**src/rtl/vga_csr_pkg.sv**
```systemverilog
// Shared constants for the VGA CSR register file: word addresses, CTRL/STATUS bit
// positions and HCFG/VCFG field layout.
package vga_csr_pkg;

  localparam logic [7:0] ADDR_CTRL      = 8'h00;
  localparam logic [7:0] ADDR_STATUS    = 8'h01;
  localparam logic [7:0] ADDR_FB_BASE   = 8'h02;
  localparam logic [7:0] ADDR_HCFG      = 8'h03;
  localparam logic [7:0] ADDR_VCFG      = 8'h04;
  localparam logic [7:0] ADDR_FRAME_CNT = 8'h05;
  localparam logic [7:0] ADDR_SCRATCH   = 8'h06;
  localparam logic [7:0] ADDR_ID        = 8'h07;

  localparam int unsigned CTRL_ENABLE    = 0;
  localparam int unsigned CTRL_IRQ_EN    = 1;
  localparam int unsigned CTRL_TEST_PAT  = 2;
  localparam int unsigned CTRL_W         = 3;

  localparam int unsigned STATUS_VSYNC   = 0;
  localparam int unsigned STATUS_VBLANK  = 1;

  localparam int unsigned CFG_FIELD_W    = 12;
  localparam int unsigned CFG_ACTIVE_LSB = 0;
  localparam int unsigned CFG_TOTAL_LSB  = 16;

  // Internal timing storage is {total, active}; this restores the bus layout.
  function automatic logic [31:0] pack_cfg(input logic [2*CFG_FIELD_W-1:0] cfg);
    logic [31:0] w;
    w = '0;
    w[CFG_ACTIVE_LSB +: CFG_FIELD_W] = cfg[CFG_FIELD_W-1:0];
    w[CFG_TOTAL_LSB  +: CFG_FIELD_W] = cfg[2*CFG_FIELD_W-1:CFG_FIELD_W];
    return w;
  endfunction

endpackage

```
**src/rtl/vga_csr_regs_if.sv**
```systemverilog
// CSR bus between an initiator (sim driver / HPS bridge) and the VGA register file.
interface vga_csr_regs_if;
  logic [7:0]  csr_address;
  logic        csr_write;
  logic [31:0] csr_wr_data;
  logic        csr_read;
  logic [31:0] csr_rd_data;

  modport master (
    output csr_address,
    output csr_write,
    output csr_wr_data,
    output csr_read,
    input  csr_rd_data
  );

  modport slave (
    input  csr_address,
    input  csr_write,
    input  csr_wr_data,
    input  csr_read,
    output csr_rd_data
  );
endinterface

```
**src/rtl/vga_shadow_reg.sv**
```systemverilog
// Pending/active register pair: software writes the pending copy, the active copy
// picks it up only when copy_i is asserted.
module vga_shadow_reg #(
  parameter int unsigned      Width    = 32,
  parameter logic [Width-1:0] ResetVal = '0
) (
  input  logic             clk_i,
  input  logic             rst_ni,
  input  logic             we_i,
  input  logic [Width-1:0] wdata_i,
  input  logic             copy_i,
  output logic [Width-1:0] pend_o,
  output logic [Width-1:0] active_o
);

  logic [Width-1:0] pend_d, pend_q;
  logic [Width-1:0] active_d, active_q;

  // A copy coincident with a write transfers the old pending value.
  always_comb begin
    pend_d   = we_i   ? wdata_i : pend_q;
    active_d = copy_i ? pend_q  : active_q;
  end

  always_ff @(posedge clk_i or negedge rst_ni) begin
    if (!rst_ni) begin
      pend_q   <= ResetVal;
      active_q <= ResetVal;
    end else begin
      pend_q   <= pend_d;
      active_q <= active_d;
    end
  end

  assign pend_o   = pend_q;
  assign active_o = active_q;

endmodule

```
**src/rtl/vga_csr_regs.sv**
```systemverilog
// VGA controller CSR block: control, shadowed framebuffer/timing config, frame counter
// and vsync interrupt behind a single-cycle 8-bit-address register bus.
module vga_csr_regs
  import vga_csr_pkg::*;
#(
  parameter logic [31:0] ID_VALUE     = 32'h5647_4131,
  parameter int unsigned DEF_H_ACTIVE = 640,
  parameter int unsigned DEF_H_TOTAL  = 800,
  parameter int unsigned DEF_V_ACTIVE = 480,
  parameter int unsigned DEF_V_TOTAL  = 525
) (
  input  logic                clk,
  input  logic                reset_n,
  vga_csr_regs_if.slave       csr,
  input  logic                frame_start,
  input  logic                vblank,
  output logic                enable,
  output logic                test_pattern,
  output logic [31:0]         fb_base,
  output logic [11:0]         h_active,
  output logic [11:0]         h_total,
  output logic [11:0]         v_active,
  output logic [11:0]         v_total,
  output logic                irq
);

  localparam int unsigned CfgW = 2 * CFG_FIELD_W;
  localparam logic [CfgW-1:0] HCfgReset = {12'(DEF_H_TOTAL), 12'(DEF_H_ACTIVE)};
  localparam logic [CfgW-1:0] VCfgReset = {12'(DEF_V_TOTAL), 12'(DEF_V_ACTIVE)};

  logic [CTRL_W-1:0] ctrl_d, ctrl_q;
  logic [31:0]       scratch_d, scratch_q;
  logic [31:0]       frame_cnt_d, frame_cnt_q;
  logic              vsync_pend_d, vsync_pend_q;
  logic              irq_d, irq_q;
  logic [31:0]       rd_data_d, rd_data_q;
  logic [31:0]       rd_mux;

  logic we_ctrl, we_status, we_fb, we_hcfg, we_vcfg, we_cnt, we_scratch;
  logic frame_tick, copy_en;
  logic [CfgW-1:0] cfg_wdata;
  logic [31:0]     fb_pend;
  logic [CfgW-1:0] hcfg_pend, hcfg_act, vcfg_pend, vcfg_act;

  always_comb begin
    we_ctrl    = csr.csr_write && (csr.csr_address == ADDR_CTRL);
    we_status  = csr.csr_write && (csr.csr_address == ADDR_STATUS);
    we_fb      = csr.csr_write && (csr.csr_address == ADDR_FB_BASE);
    we_hcfg    = csr.csr_write && (csr.csr_address == ADDR_HCFG);
    we_vcfg    = csr.csr_write && (csr.csr_address == ADDR_VCFG);
    we_cnt     = csr.csr_write && (csr.csr_address == ADDR_FRAME_CNT);
    we_scratch = csr.csr_write && (csr.csr_address == ADDR_SCRATCH);
    frame_tick = frame_start && ctrl_q[CTRL_ENABLE];
    // Disabled: shadows are transparent (one cycle late); enabled: frame-aligned.
    copy_en    = frame_start || !ctrl_q[CTRL_ENABLE];
    cfg_wdata  = {csr.csr_wr_data[CFG_TOTAL_LSB +: CFG_FIELD_W],
                  csr.csr_wr_data[CFG_ACTIVE_LSB +: CFG_FIELD_W]};
  end

  vga_shadow_reg #(.Width(32), .ResetVal(32'h0)) u_fb_base (
    .clk_i    (clk),
    .rst_ni   (reset_n),
    .we_i     (we_fb),
    .wdata_i  (csr.csr_wr_data),
    .copy_i   (copy_en),
    .pend_o   (fb_pend),
    .active_o (fb_base)
  );

  vga_shadow_reg #(.Width(CfgW), .ResetVal(HCfgReset)) u_hcfg (
    .clk_i    (clk),
    .rst_ni   (reset_n),
    .we_i     (we_hcfg),
    .wdata_i  (cfg_wdata),
    .copy_i   (copy_en),
    .pend_o   (hcfg_pend),
    .active_o (hcfg_act)
  );

  vga_shadow_reg #(.Width(CfgW), .ResetVal(VCfgReset)) u_vcfg (
    .clk_i    (clk),
    .rst_ni   (reset_n),
    .we_i     (we_vcfg),
    .wdata_i  (cfg_wdata),
    .copy_i   (copy_en),
    .pend_o   (vcfg_pend),
    .active_o (vcfg_act)
  );

  always_comb begin
    ctrl_d    = we_ctrl ? csr.csr_wr_data[CTRL_W-1:0] : ctrl_q;
    scratch_d = we_scratch ? csr.csr_wr_data : scratch_q;

    // A clearing write beats a coincident increment.
    frame_cnt_d = frame_cnt_q;
    if (we_cnt) begin
      frame_cnt_d = '0;
    end else if (frame_tick) begin
      frame_cnt_d = frame_cnt_q + 32'd1;
    end

    // Set beats a coincident write-1-to-clear.
    vsync_pend_d = frame_tick ||
                   (vsync_pend_q && !(we_status && csr.csr_wr_data[STATUS_VSYNC]));
    irq_d        = vsync_pend_q && ctrl_q[CTRL_IRQ_EN];
  end

  always_comb begin
    rd_mux = '0;
    case (csr.csr_address)
      ADDR_CTRL:      rd_mux[CTRL_W-1:0] = ctrl_q;
      ADDR_STATUS: begin
        rd_mux[STATUS_VSYNC]  = vsync_pend_q;
        rd_mux[STATUS_VBLANK] = vblank;
      end
      ADDR_FB_BASE:   rd_mux = fb_pend;
      ADDR_HCFG:      rd_mux = pack_cfg(hcfg_pend);
      ADDR_VCFG:      rd_mux = pack_cfg(vcfg_pend);
      ADDR_FRAME_CNT: rd_mux = frame_cnt_q;
      ADDR_SCRATCH:   rd_mux = scratch_q;
      ADDR_ID:        rd_mux = ID_VALUE;
      default:        rd_mux = '0;
    endcase
    rd_data_d = csr.csr_read ? rd_mux : rd_data_q;
  end

  always_ff @(posedge clk or negedge reset_n) begin
    if (!reset_n) begin
      ctrl_q       <= '0;
      scratch_q    <= '0;
      frame_cnt_q  <= '0;
      vsync_pend_q <= 1'b0;
      irq_q        <= 1'b0;
      rd_data_q    <= '0;
    end else begin
      ctrl_q       <= ctrl_d;
      scratch_q    <= scratch_d;
      frame_cnt_q  <= frame_cnt_d;
      vsync_pend_q <= vsync_pend_d;
      irq_q        <= irq_d;
      rd_data_q    <= rd_data_d;
    end
  end

  assign csr.csr_rd_data = rd_data_q;
  assign enable          = ctrl_q[CTRL_ENABLE];
  assign test_pattern    = ctrl_q[CTRL_TEST_PAT];
  assign irq             = irq_q;
  assign h_active        = hcfg_act[CFG_FIELD_W-1:0];
  assign h_total         = hcfg_act[CfgW-1:CFG_FIELD_W];
  assign v_active        = vcfg_act[CFG_FIELD_W-1:0];
  assign v_total         = vcfg_act[CfgW-1:CFG_FIELD_W];

endmodule

```
**src/flat_wrapper.sv**
```systemverilog
// flat-port wrapper written by rule: the top's interface ports become plain ports
module vga_csr_regs_flat import vga_csr_pkg::*;
#(
  parameter logic [31:0] ID_VALUE     = 32'h5647_4131,
  parameter int unsigned DEF_H_ACTIVE = 640,
  parameter int unsigned DEF_H_TOTAL  = 800,
  parameter int unsigned DEF_V_ACTIVE = 480,
  parameter int unsigned DEF_V_TOTAL  = 525
)
  (clk, reset_n, frame_start, vblank, enable, test_pattern, fb_base, h_active, h_total, v_active, v_total, irq, csr_csr_address, csr_csr_write, csr_csr_wr_data, csr_csr_read, csr_csr_rd_data);
  vga_csr_regs_if csr_i ();
  input  logic clk;
  input  logic reset_n;
  input  logic frame_start;
  input  logic vblank;
  output logic enable;
  output logic test_pattern;
  output logic [31:0] fb_base;
  output logic [11:0] h_active;
  output logic [11:0] h_total;
  output logic [11:0] v_active;
  output logic [11:0] v_total;
  output logic irq;
  input wire logic [$bits(csr_i.csr_address)-1:0] csr_csr_address;
  input wire logic [$bits(csr_i.csr_write)-1:0] csr_csr_write;
  input wire logic [$bits(csr_i.csr_wr_data)-1:0] csr_csr_wr_data;
  input wire logic [$bits(csr_i.csr_read)-1:0] csr_csr_read;
  output wire logic [$bits(csr_i.csr_rd_data)-1:0] csr_csr_rd_data;
  assign csr_i.csr_address = csr_csr_address;
  assign csr_i.csr_write = csr_csr_write;
  assign csr_i.csr_wr_data = csr_csr_wr_data;
  assign csr_i.csr_read = csr_csr_read;
  assign csr_csr_rd_data = csr_i.csr_rd_data;
  vga_csr_regs #(.ID_VALUE(ID_VALUE), .DEF_H_ACTIVE(DEF_H_ACTIVE), .DEF_H_TOTAL(DEF_H_TOTAL), .DEF_V_ACTIVE(DEF_V_ACTIVE), .DEF_V_TOTAL(DEF_V_TOTAL)) u_core (.clk(clk), .reset_n(reset_n), .csr(csr_i), .frame_start(frame_start), .vblank(vblank), .enable(enable), .test_pattern(test_pattern), .fb_base(fb_base), .h_active(h_active), .h_total(h_total), .v_active(v_active), .v_total(v_total), .irq(irq));
endmodule
```
**config.mk**
```make
export PLATFORM = sky130hd
export DESIGN_NAME = vga_csr_regs_flat
export DESIGN_NICKNAME = d
export VERILOG_FILES = /design/src/rtl/vga_csr_pkg.sv /design/src/rtl/vga_csr_regs_if.sv /design/src/rtl/vga_shadow_reg.sv /design/src/rtl/vga_csr_regs.sv /design/src/flat_wrapper.sv
export SDC_FILE = /design/constraint.sdc
export NUM_CORES = 1
export LEC_CHECK = 0
export CAP_MARGIN = 20
export CELL_PAD_IN_SITES_DETAIL_PLACEMENT = 0
export CELL_PAD_IN_SITES_GLOBAL_PLACEMENT = 1
export CORE_MARGIN = 2
export CORE_UTILIZATION = 40
export DETAILED_ROUTE_END_ITERATION = 12
export GPL_TIMING_DRIVEN = 0
export PLACE_DENSITY = 0.78
export SETUP_SLACK_MARGIN = 0.1
export SLEW_MARGIN = 15
export SYNTH_ARGS = -nofsm -noshare
export SYNTH_HDL_FRONTEND = slang
export SYNTH_SLANG_ARGS = --single-unit
```
**constraint.sdc**
```tcl
create_clock -name clk -period 2 [get_ports clk]
set_input_delay 0.4 -clock clk [delete_from_list [all_inputs] [get_ports clk]]
set_output_delay 0.4 -clock clk [all_outputs]
set_load 0.02 [all_outputs]
```
==> summary.txt, run 1 <==
Outcome
  • Status: complete, no violations

STA
  • RSZ-0062 raised after global routing: yes
  • Rel. slew slack: 0.431
  • Hold WS: about 390 ps
  • Clock Skews: about 12 ps
  • Fin crit period: 1910 ps
  • Final setup fails: 0
  • Final Hold Fails: 0
  • Slew of the pin with the lowest slew margin: approximately 850 ps
  • Final period util: 0.954
  • Fmax: roughly 0.52 GHz
  • Fin. max-slew vios: 0

Power
  • Switching Power: 0.00290 W
  • Leakage: about 7.7 nW
  • Power Density: between 700 and 800 mW/mm^2
  • Sw Share: 0.241
  • Power share of the combinational group: 0.095
  • P_int: approximately 0.009 W
  • Seq pwr share: 0.473
  • Clock share of power: 0.432
  • VDD IR max: 0.451 mV

Floorplanning
  • Die H: ~170 microns
  • Die area: 0.0303 sq mm
  • Initial core utilization: 0.405
  • Die Wd: around 170 microns
  • I/O Pins: between 150 and 200
  • Placeable Area: between 0.02 and 0.03 sq mm
  • Std-Cell Rows: 62

Clocking
  • Clock Latency Late Sink: between 500 and 600 ps
  • H-tree levels: 1
  • CTS Buf Count: 27
  • TritonCTS clock tree: built
  • Deepest clock path buffer count: 3
  • Num Clock Sinks: between 200 and 300
  • Clock transition at path regs: about 70 ps
  • Clock root cell: clkbuf_16

Setup path
  • Crit path largest cell delay: roughly 500 ps
  • WP data arrival: around 2400 ps
  • Worst R2R Path Depth: 4
  • CP delay by family, top: simple AND/OR/NAND/NOR gates
  • Worst setup EP type: flop
  • CP Cell Sequence: nand4_1 > nor2_1 > o2111a_1 > mux2i_1
  • CP Launch Type: flop
  • Worst Path Buf+Inv: 0
  • Worst R2R Setup Slack: between 90 and 100 ps
  • Reg-to-Reg Start: u_core.frame_cnt_q[2]
  • CP Class: flop to flop
  • Reg2Reg Capture Point: u_core.frame_cnt_q[30]
  • Crit path required time: 2440 ps
  • CP Max Fanout: 7
  • Slowest stage cell, crit path: nor2_1

Synth
  • Post-synth ARST share: 1.00
  • Main flop type after synthesis: dfrtp_1
  • Netlist cell types: 59
  • Sequential fraction of the synthesis area: 0.567
  • Number of synthesized flops with an enable pin: 0
  • YS warnings: 0
  • Post-Synthesis Cell Area: about 0.012 sq mm
  • Synth Net Count: roughly 900
  • Avg Inst Size Synth: about 13 sq um
  • Yosys reg bits: approximately 260
  • Synth Instances: 870

Route
  • Drc violations: 0
  • Drt first pass iters: 5
  • Routed wire per std cell: ~23 microns
  • Total wire length: ~34000 microns
  • Initial DRC count: about 430
  • Routed Antenna Nets: 0
  • Via count: around 8300
  • Vias per cell: between 5 and 6

Place
  • Dpl hpwl: between 20000 and 25000 microns
  • PortBufs: 157
  • Placer Congestion: slightly below 0.9
  • Placed cells: between 1000 and 1500

Cells and area
  • Layout cells sized above 1: 0.348
  • Non-Filler Instances: approximately 1500
  • Fin util: 0.528
  • NumNets Final: 1132
  • Layout area overhead: 30.6%
  • Number of fill cells: between 2000 and 2500

Global routing
  • First-pass GRT wire length: about 51000 microns
  • Antenna violations before repair: 2
  • Largest net degree at the start of global routing: around 110
  • Remaining global-route overflow: 0
  • GR Util All Layers: 0.221
  • Vias in the first global route: ~8700

Worst hold path
  • Hold Path Class: input port to asynchronous set/reset pin

Run
  • Total of max-cap violations: 0
==> worst register-to-register path, stage by stage (launching register included) <==
cell and delay [ps]:
dfrtp_1 470, nand4_1 370, nor2_1 500, o2111a_1 280, mux2i_1 200
==> area by class of cell <==
| cell class | instances | area, sq um | share of cell area |
|---|---|---|---|
| Inverter | 31 | 116 | 0.00769 |
| Sequential cell | 261 | 6560 | 0.434 |
| Multi-Input combinational cell | 522 | 4810 | 0.318 |
| Clock inverter | 15 | 180 | 0.0119 |
| Clock buffer | 34 | 732 | 0.0484 |
| Antenna cell | 2 | 5.00 | 0.000331 |
| Tap cell | 384 | 480 | 0.0318 |
| Buffer | 56 | 393 | 0.0260 |
| Timing Repair Buffer | 186 | 1850 | 0.122 |
==> cell families (layout without fill, tap and decap cells) <==
| kind of cell | Yosys count | after routing | share of synthesized area |
|---|---|---|---|
| fa+ha+maj | 1 | 1 | 0.00108 |
| simple gates | 124 | 124 | 0.0636 |
| mux | 254 | 254 | 0.244 |
| buf+inv | 87 | 322 | 0.0341 |
| flops | 261 | 261 | 0.567 |
| compound gates | 136 | 136 | 0.0851 |
| xor+xnor | 7 | 7 | 0.00529 |
| other cells | 0 | 2 | 0 |
==> metrics by stage <==
stage | TNS (ps) | cell area (sq um) | worst slack [ps] | power [W]
floorplan | 0 | 11700 | 26.3 | 0.00630
global placement | -2882490 | 13700 | -10750 | 0.00690
detailed placement | -177710 | 13800 | -1050 | 0.00693
CTS | 0 | 15000 | 72.4 | 0.0121
global route | 0 | 15100 | 14.2 | 0.0125
finish | 0 | 15100 | 91.4 | 0.0121
==> sequential cells by signal (all words and copies together) (netlist names) <==
name	cells
u_core.csr.csr_rd_data	32
u_core.ctrl_q	3
u_core.frame_cnt_q	32
u_core.irq	1
u_core.scratch_q	32
u_core.u_fb_base.active_o	32
u_core.u_fb_base.pend_o	32
u_core.u_hcfg.active_o	24
u_core.u_hcfg.pend_o	24
u_core.u_vcfg.active_o	24
u_core.u_vcfg.pend_o	24
u_core.vsync_pend_q	1
==> how the worst max path moves through the flow <==
stage,to,from,slack [ps],cells past startpoint
CTS,u_core.frame_cnt_q[30],u_core.frame_cnt_q[1],70,6
global route,u_core.frame_cnt_q[30],u_core.frame_cnt_q[2],10,4
finish,u_core.frame_cnt_q[30],u_core.frame_cnt_q[2],90,4
detailed placement,u_core.scratch_q[18],csr_csr_address[4],-1050,6
global placement,u_core.u_fb_base.active_o[20],reset_n,-10750,1
floorplan,u_core.u_hcfg.pend_o[10],csr_csr_address[3],30,7
==> cells in the final DEF, fill, tap and decap left out, drive strengths merged, types with 12 or more instances in the layout <==
master / n
dfstp: 26
dlymetal6s2s: 24
nand3: 14
clkdlybuf4s50: 38
inv: 31
o2bb2ai: 12
mux2i: 45
clkbuf: 62
mux2: 207
dfrtp: 235
nand4: 13
nand2: 27
a21oi: 15
a2bb2oi: 13
buf: 57
dlygate4sd2: 91
o21ai: 12
o22ai: 31
==> layer usage <==
layer / track usage / vias up / share of wire
li1: - / 3664 / -
met1: 0.303 / 4313 / 0.45
met2: 0.355 / 258 / 0.46
met3: 0.0402 / 60 / 0.056
met4: 0.0802 / 0 / 0.032
met5: 0 / - / 0
==> cells in the mapped netlist (13+ instances only) <==
library cell	number	share of area
a2bb2oi_1	13	0.0098
mux2i_1	45	0.039
nand4_1	13	0.0070
buf_2	14	0.0060
mux2_2	206	0.20
clkbuf_1	29	0.0094
inv_1	31	0.010
o22ai_1	31	0.017
dfrtp_1	235	0.51
dfstp_2	26	0.059
nand3_1	13	0.0056
nand2_1	27	0.0088
a21oi_1	15	0.0065
==> what timing repair did <==
action | CTS | global route
setup endpoints to repair | 340 | 165
cloned | 2 | 0
resized for setup | 155 | 53
hold buffers | 1 | 0
pin swaps | 13 | 5
hold endpoints to repair | 49 | 0
setup buffers | 21 | 3
==> power by group through the flow <==
stage	registers [W]	clock network, W	logic, W
2_1_floorplan	0.00586	0	0.000432
3_3_place_gp	0.00581	0	0.00109
3_5_place_dp	0.00580	0	0.00113
4_1_cts	0.00570	0.00529	0.00115
5_1_grt	0.00573	0.00553	0.00123
6_report	0.00570	0.00521	0.00114
No activity file was read; power rests on OpenSTA's default activity.
==> run 2: changes to the inputs <==
--- a/config.mk
+++ b/config.mk
@@ -8,7 +8,7 @@
 export CAP_MARGIN = 20
 export CELL_PAD_IN_SITES_DETAIL_PLACEMENT = 0
 export CELL_PAD_IN_SITES_GLOBAL_PLACEMENT = 1
-export CORE_MARGIN = 2
+export CORE_MARGIN = 1.5
 export CORE_UTILIZATION = 40
 export DETAILED_ROUTE_END_ITERATION = 12
 export GPL_TIMING_DRIVEN = 0
==> summary.txt, run 2 (same netlist as run 1, synthesis figures left out) <==
Outcome
  • Status: complete, no violations (unchanged)

Worst hold path
  • Hold Path Class: input port to asynchronous set/reset pin (unchanged)

Setup path
  • CP Max Fanout: 2 (was 7)
  • Slowest stage cell, crit path: clkdlybuf4s50_1 (was nor2_1)
  • Reg-to-Reg Start: u_core.frame_cnt_q[5] (was u_core.frame_cnt_q[2])
  • Worst setup EP type: output port (was flop)
  • WP data arrival: 1460 ps (was 2350 ps)
  • CP Cell Sequence: clkdlybuf4s50_1 (was nand4_1 > nor2_1 > o2111a_1 > mux2i_1)
  • Crit path largest cell delay: 600 ps (was 500 ps)
  • CP Launch Type: flop (unchanged)
  • Crit path from: u_core.u_fb_base.active_o[9] (was u_core.frame_cnt_q[2])
  • CP delay by family, top: buffers and inverters (was simple AND/OR/NAND/NOR gates)
  • Worst Path Buf+Inv: 1 (was 0)
  • Crit path required time: 1600 ps (was 2440 ps)
  • CP Class: flop to output port (was flop to flop)

Place
  • Placed cells: 1414 (was 1413)
  • Area post-placement: 0.0138 sq mm (about the same)
  • Placer Congestion: 0.866 (was 0.881)
  • Dpl hpwl: 23200 microns (was 23100 microns)
  • PortBufs: 157 (unchanged)

Global routing
  • Vias in the first global route: 8737 (was 8650)
  • Antenna violations before repair: 0 (was 2)
  • Largest net degree at the start of global routing: 100 (was 108)
  • Remaining global-route overflow: 0 (unchanged)
  • GR Util All Layers: 0.229 (was 0.221)
  • First-pass GRT wire length: 53000 microns (was 51500 microns)

STA
  • Final Hold Fails: 0 (unchanged)
  • Final setup fails: 0 (unchanged)
  • Clock Skews: 12.2 ps (was 12.1 ps)
  • Rel. slew slack: 0.450 (was 0.431)
  • Slew of the pin with the lowest slew margin: 826 ps (was 854 ps)
  • Final period util: 0.931 (was 0.954)
  • Setup TNS: 0 ps (unchanged)
  • Fin crit period: 1860 ps (was 1910 ps)
  • Fmax: 0.537 GHz (was 0.524 GHz)
  • RSZ-0062 raised after global routing: yes (unchanged)
  • Fin. max-slew vios: 0 (unchanged)

Route
  • Via count: 8219 (was 8295)
  • Initial DRC count: 443 (was 432)
  • Drt first pass iters: 4 (was 5)
  • Routed Antenna Nets: 0 (unchanged)
  • Routed wire per std cell: 22.5 microns (was 22.7 microns)
  • Drc violations: 0 (unchanged)
  • Total wire length: 33700 microns (was 33800 microns)
  • Vias per cell: 5.48 (was 5.56)

Power
  • VDD IR max: 0.686 mV (was 0.451 mV)
  • Sw Share: 0.235 (was 0.241)
  • Power share of the combinational group: 0.092 (was 0.095)
  • Seq pwr share: 0.460 (was 0.473)
  • P_int: 0.00948 W (was 0.00915 W)
  • Switching Power: 0.00292 W (was 0.00290 W)
  • Leakage: 7.66 nW (was 7.69 nW)
  • Power Density: 811 mW/mm^2 (was 797 mW/mm^2)
  • Clock share of power: 0.448 (was 0.432)

Clocking
  • Clock Latency Late Sink: 540 ps (was 530 ps)
  • TritonCTS clock tree: built (unchanged)
  • Clock root cell: clkbuf_16 (unchanged)
  • Deepest clock path buffer count: 3 (unchanged)
  • Num Clock Sinks: 261 (unchanged)
  • Clock transition at path regs: 60 ps (was 70 ps)
  • H-tree levels: 1 (unchanged)
  • CTS Buf Count: 28 (was 27)

Cells and area
  • Commonest cells after routing, fill and taps aside: 234 x dfrtp_1, 206 x mux2_2, 103 x dlygate4sd2_1 (was 235 x dfrtp_1, 206 x mux2_2, 91 x dlygate4sd2_1)
  • N_diodes: 0 (was 2)
  • Layout cells sized above 1: 0.352 (was 0.348)
  • Layout area overhead: 31.9% (was 30.6%)
  • Final instance area: 0.0153 sq mm (was 0.0151 sq mm)
  • Most common cell after layout, fill and taps aside: dfrtp_1 (unchanged)
  • NumNets Final: 1140 (was 1132)
  • Non-Filler Instances: 1499 (was 1491)

Floorplanning
  • Placeable Area: 0.0286 sq mm (unchanged)
  • Die Wd: 173 microns (was 174 microns)
  • Die area: 0.0300 sq mm (was 0.0303 sq mm)
  • Std-Cell Rows: 62 (unchanged)
  • I/O Pins: 161 (unchanged)
  • Die H: 173 microns (was 174 microns)
  • Initial core utilization: 0.405 (unchanged)

Run
  • Total of max-cap violations: 0 (unchanged)
## run 2: cell types whose count changed in the layout (fill, tap and decap cells not counted), moves of 3 or more
cell / delta
dlygate4sd2_1: +12
dlymetal6s2s_1: -10
clkinv_2: -6
clkbuf_2: -3
clkbuf_1: +3
buf_12: +3
buf_4: +5
clkbuf_8: +4
## run 2: final timing paths
kind                       depth (start not counted)  slack, ps                            to
min in group clk                                   3        290         u_core.frame_cnt_q[1]
min reg2reg                                        1        500  u_core.u_fb_base.active_o[7]
max                                                1        140                    fb_base[9]
min                                                2        230  u_core.u_fb_base.active_o[2]
max reg2reg                                        5        210        u_core.frame_cnt_q[18]
max in group asynchronous                          4        670    u_core.u_vcfg.active_o[21]
## run 2: area by class of cell
cell class                 count  area [sq um]
fill                        2468         13400
buffer                        56           414
tap                          384           480
multi-input combinational    522          4790
sequential                   261          6570
timing repair buffer         193          1900
clock buffer                  42           845
clock inverter                10           160
inverter                      31           116
## run 2: worst register-to-register path, cell delays in order, from the launching register on
cell       delay (ps)
dfrtp_1           460
nand4_1           380
nor4_4            400
buf_4             190
o2111ai_1         120
a21oi_1           160
## run 2: repair_timing
action	CTS	global route
endpoints found under the setup margin	351	168
endpoints found under the hold margin	89	0
pin swaps	12	4
resized for setup	171	49
hold buffers	1	0
cloned	3	0
setup buffers	26	3
## run 2: per-layer routing
metal | GRT usage | wire length [microns] | up-vias
li1 | - | - | 3671
met1 | 0.320 | 15400 | 4270
met2 | 0.367 | 15800 | 228
met3 | 0.0396 | 1710 | 50
met4 | 0.0652 | 780 | 0
met5 | 0 | 0 | -
## run 2: through the flow
| step | total power [W] | utilization | hold slack [ps] | setup slack (ps) |
|---|---|---|---|---|
| 3_3_place_gp | 0.00690 | 0.479 | 485 | -10760 |
| 3_5_place_dp | 0.00694 | 0.482 | 178 | -1090 |
| 6_report | 0.0124 | 0.534 | 227 | 137 |
| 4_1_cts | 0.0125 | 0.529 | 220 | 65.9 |
| 5_1_grt | 0.0128 | 0.534 | 226 | 72.4 |
| 2_1_floorplan | 0.00630 | - | 104 | 26.3 |
## run 2: power by group through the flow
stage / Sequential [W] / Combinational (W) / Clock [W]
2_1_floorplan: 0.00586 / 0.000432 / 0
3_3_place_gp: 0.00581 / 0.00109 / 0
3_5_place_dp: 0.00580 / 0.00113 / 0
4_1_cts: 0.00570 / 0.00114 / 0.00564
5_1_grt: 0.00573 / 0.00122 / 0.00587
6_report: 0.00570 / 0.00114 / 0.00556
==> run 3: changes to the inputs <==
--- a/config.mk
+++ b/config.mk
@@ -5,14 +5,14 @@
 export SDC_FILE = /design/constraint.sdc
 export NUM_CORES = 1
 export LEC_CHECK = 0
-export CAP_MARGIN = 20
+export CAP_MARGIN = 5
 export CELL_PAD_IN_SITES_DETAIL_PLACEMENT = 0
 export CELL_PAD_IN_SITES_GLOBAL_PLACEMENT = 1
 export CORE_MARGIN = 1.5
-export CORE_UTILIZATION = 40
+export CORE_UTILIZATION = 45
 export DETAILED_ROUTE_END_ITERATION = 12
 export GPL_TIMING_DRIVEN = 0
-export PLACE_DENSITY = 0.78
+export PLACE_DENSITY = 0.83
 export SETUP_SLACK_MARGIN = 0.1
 export SLEW_MARGIN = 15
 export SYNTH_ARGS = -nofsm -noshare
==> constraint.sdc (replaced) <==
create_clock -name clk -period 2.33 [get_ports clk]
set_input_delay 0.466 -clock clk [delete_from_list [all_inputs] [get_ports clk]]
set_output_delay 0.466 -clock clk [all_outputs]
set_load 0.02 [all_outputs]
==> summary.txt, run 3 (same netlist as run 1, synthesis figures left out) <==
Global routing
  • Vias in the first global route: 8435 (was 8737)
  • Largest net degree at the start of global routing: 106 (was 100)
  • GR Util All Layers: 0.246 (was 0.229)
  • Antenna violations before repair: 0 (unchanged)
  • First-pass GRT wire length: 49700 microns (was 53000 microns)
  • Remaining global-route overflow: 0 (unchanged)

Setup path
  • CP Max Fanout: 10 (was 2)
  • Worst setup EP type: flop (was output port)
  • CP Launch Type: input port (was flop)
  • Crit path required time: 2740 ps (was 1600 ps)
  • WP data arrival: 2600 ps (was 1460 ps)
  • CP Class: input port to flop (was flop to output port)

Floorplanning
  • Die H: 163 microns (was 173 microns)
  • I/O Pins: 161 (unchanged)
  • Initial core utilization: 0.459 (was 0.405)
  • Placeable Area: 0.0253 sq mm (was 0.0286 sq mm)
  • Std-Cell Rows: 58 (was 62)
  • Die Wd: 163 microns (was 173 microns)
  • Die area: 0.0267 sq mm (was 0.0300 sq mm)

Route
  • Initial DRC count: 460 (was 443)
  • Total wire length: 32100 microns (was 33700 microns)
  • Drt first pass iters: 5 (was 4)
  • Vias per cell: 5.72 (was 5.48)
  • Routed Antenna Nets: 0 (unchanged)
  • Routed wire per std cell: 22.6 microns (was 22.5 microns)
  • Via count: 8121 (was 8219)
  • Drc violations: 0 (unchanged)

STA
  • Final Hold Fails: 0 (unchanged)
  • Rel. slew slack: 0.409 (was 0.450)
  • Final period util: 0.940
  • Setup TNS: 0 ps (unchanged)
  • Fmax: 0.456 GHz
  • RSZ-0062 raised after global routing: yes (unchanged)
  • Fin. max-slew vios: 0 (unchanged)
  • Clock Skews: 18.2 ps (was 12.2 ps)
  • Fin crit period: between 2000 and 2500 ps
  • Final setup fails: 0 (unchanged)
  • Final worst setup slack: 139 ps (was 137 ps)
  • Slew of the pin with the lowest slew margin: 887 ps (was 826 ps)

Power
  • VDD IR max: 0.454 mV (was 0.686 mV)
  • Leakage: 6.71 nW (was 7.66 nW)
  • Power share of the combinational group: 0.090 (was 0.092)
  • Switching Power: 0.00247 W (was 0.00292 W)
  • P_int: 0.00821 W (was 0.00948 W)
  • Sw Share: 0.231 (was 0.235)
  • Power Density: 720 mW/mm^2 (was 811 mW/mm^2)
  • Clock share of power: 0.451 (was 0.448)
  • Seq pwr share: 0.459 (was 0.460)

Cells and area
  • Commonest cells after routing, fill and taps aside: 235 x dfrtp_1, 206 x mux2_2, 153 x clkdlybuf4s50_1 (was 234 x dfrtp_1, 206 x mux2_2, 103 x dlygate4sd2_1)
  • Non-Filler Instances: 1419 (was 1499)
  • N_diodes: 0 (unchanged)
  • NumNets Final: 1114 (was 1140)
  • Layout cells sized above 1: 0.316 (was 0.352)
  • Most common cell after layout, fill and taps aside: dfrtp_1 (unchanged)
  • Layout area overhead: 28.1% (was 31.9%)

Place
  • Placed cells: 1360 (was 1414)
  • Dpl hpwl: 22200 microns (was 23200 microns)
  • PortBufs: 157 (unchanged)
  • Placer Congestion: 0.895 (was 0.866)
  • Placement Setup Slack: -824 ps (was -1090 ps)

Clocking
  • Deepest clock path buffer count: 3 (unchanged)
  • TritonCTS clock tree: built (unchanged)
  • Clock root cell: clkbuf_16 (unchanged)
  • H-tree levels: 1 (unchanged)
  • Num Clock Sinks: 261 (unchanged)
  • Clock transition at path regs: 60 ps (about the same)
  • Clock Latency Late Sink: 540 ps (about the same)
  • CTS Buf Count: 28 (unchanged)

Outcome
  • Status: complete, no violations (unchanged)

Worst hold path
  • Hold Path Class: input port to flop (was input port to asynchronous set/reset pin)

Run
  • Total of max-cap violations: 0 (unchanged)
[run 3: changes by cell type in the layout (fill, tap and decap cells not counted), sizes merged, moves of 4 or more]
cell / delta
buf: -31
dlygate4sd2: -103
dlymetal6s2s: -11
clkdlybuf4s50: +117
clkbuf: +4
[run 3: worst paths after layout]
check	start	slack, ps	depth (start not counted)	endpoint
max	csr_csr_address[5]	140	8	u_core.u_vcfg.pend_o[22]
min	csr_csr_address[2]	370	4	u_core.vsync_pend_q
max reg2reg	u_core.frame_cnt_q[0]	170	5	u_core.frame_cnt_q[30]
min reg2reg	u_core.u_fb_base.active_o[29]	500	1	u_core.u_fb_base.active_o[29]
max in group asynchronous	reset_n	510	4	u_core.u_hcfg.active_o[19]
min in group asynchronous	reset_n	470	2	u_core.csr.csr_rd_data[1]
[run 3: critical path, cell delays in order]
cell and delay (ps):
clkdlybuf4s50_1 510, nor2_4 210, and3_1 180, buf_4 230, and3_1 180, buf_2 190, buf_4 260, mux2_2 360
[run 3: final cells by class]
class | count | area (sq um)
inverters | 31 | 116
repair buffers | 167 | 1700
clock buffers | 44 | 872
fillers | 2059 | 10400
well taps | 330 | 413
plain buffers | 56 | 332
clock inverters | 8 | 143
flip-flops and latches | 261 | 6560
multi-input cells | 522 | 4690
[run 3: power by group through the flow]
stage | registers (W) | clock network (W) | logic [W]
floorplan | 0.00503 | 0 | 0.000369
global placement | 0.00498 | 0 | 0.000925
detailed placement | 0.00498 | 0 | 0.000951
CTS | 0.00490 | 0.00487 | 0.000967
global route | 0.00493 | 0.00507 | 0.00104
finish | 0.00491 | 0.00482 | 0.000960
[run 3: through the flow]
stage | total power (W) | area (sq um) | utilization | hold WS, ps
floorplan | 0.00540 | 11600 | - | 170
global placement | 0.00590 | 13600 | 0.537 | 486
detailed placement | 0.00593 | 13600 | 0.540 | 458
CTS | 0.0107 | 14700 | 0.584 | 368
global route | 0.0110 | 14800 | 0.587 | 380
finish | 0.0107 | 14800 | 0.587 | 368
[run 3: what timing repair did]
item                                    CTS  global route
setup buffers                             2             4
hold buffers                              1             0
resized for setup                        19            26
pin swaps                                 1             4
endpoints found under the hold margin    65             0
endpoints found under the setup margin  129           125
[run 3: metal layers]
layer  GRT usage  up-vias  wire length (microns)
li1            -     3624                      -
met1       0.348     4218                  14400
met2       0.393      239                  15100
met3      0.0419       40                   1940
met4      0.0621        0                    679
met5           0        -                      0
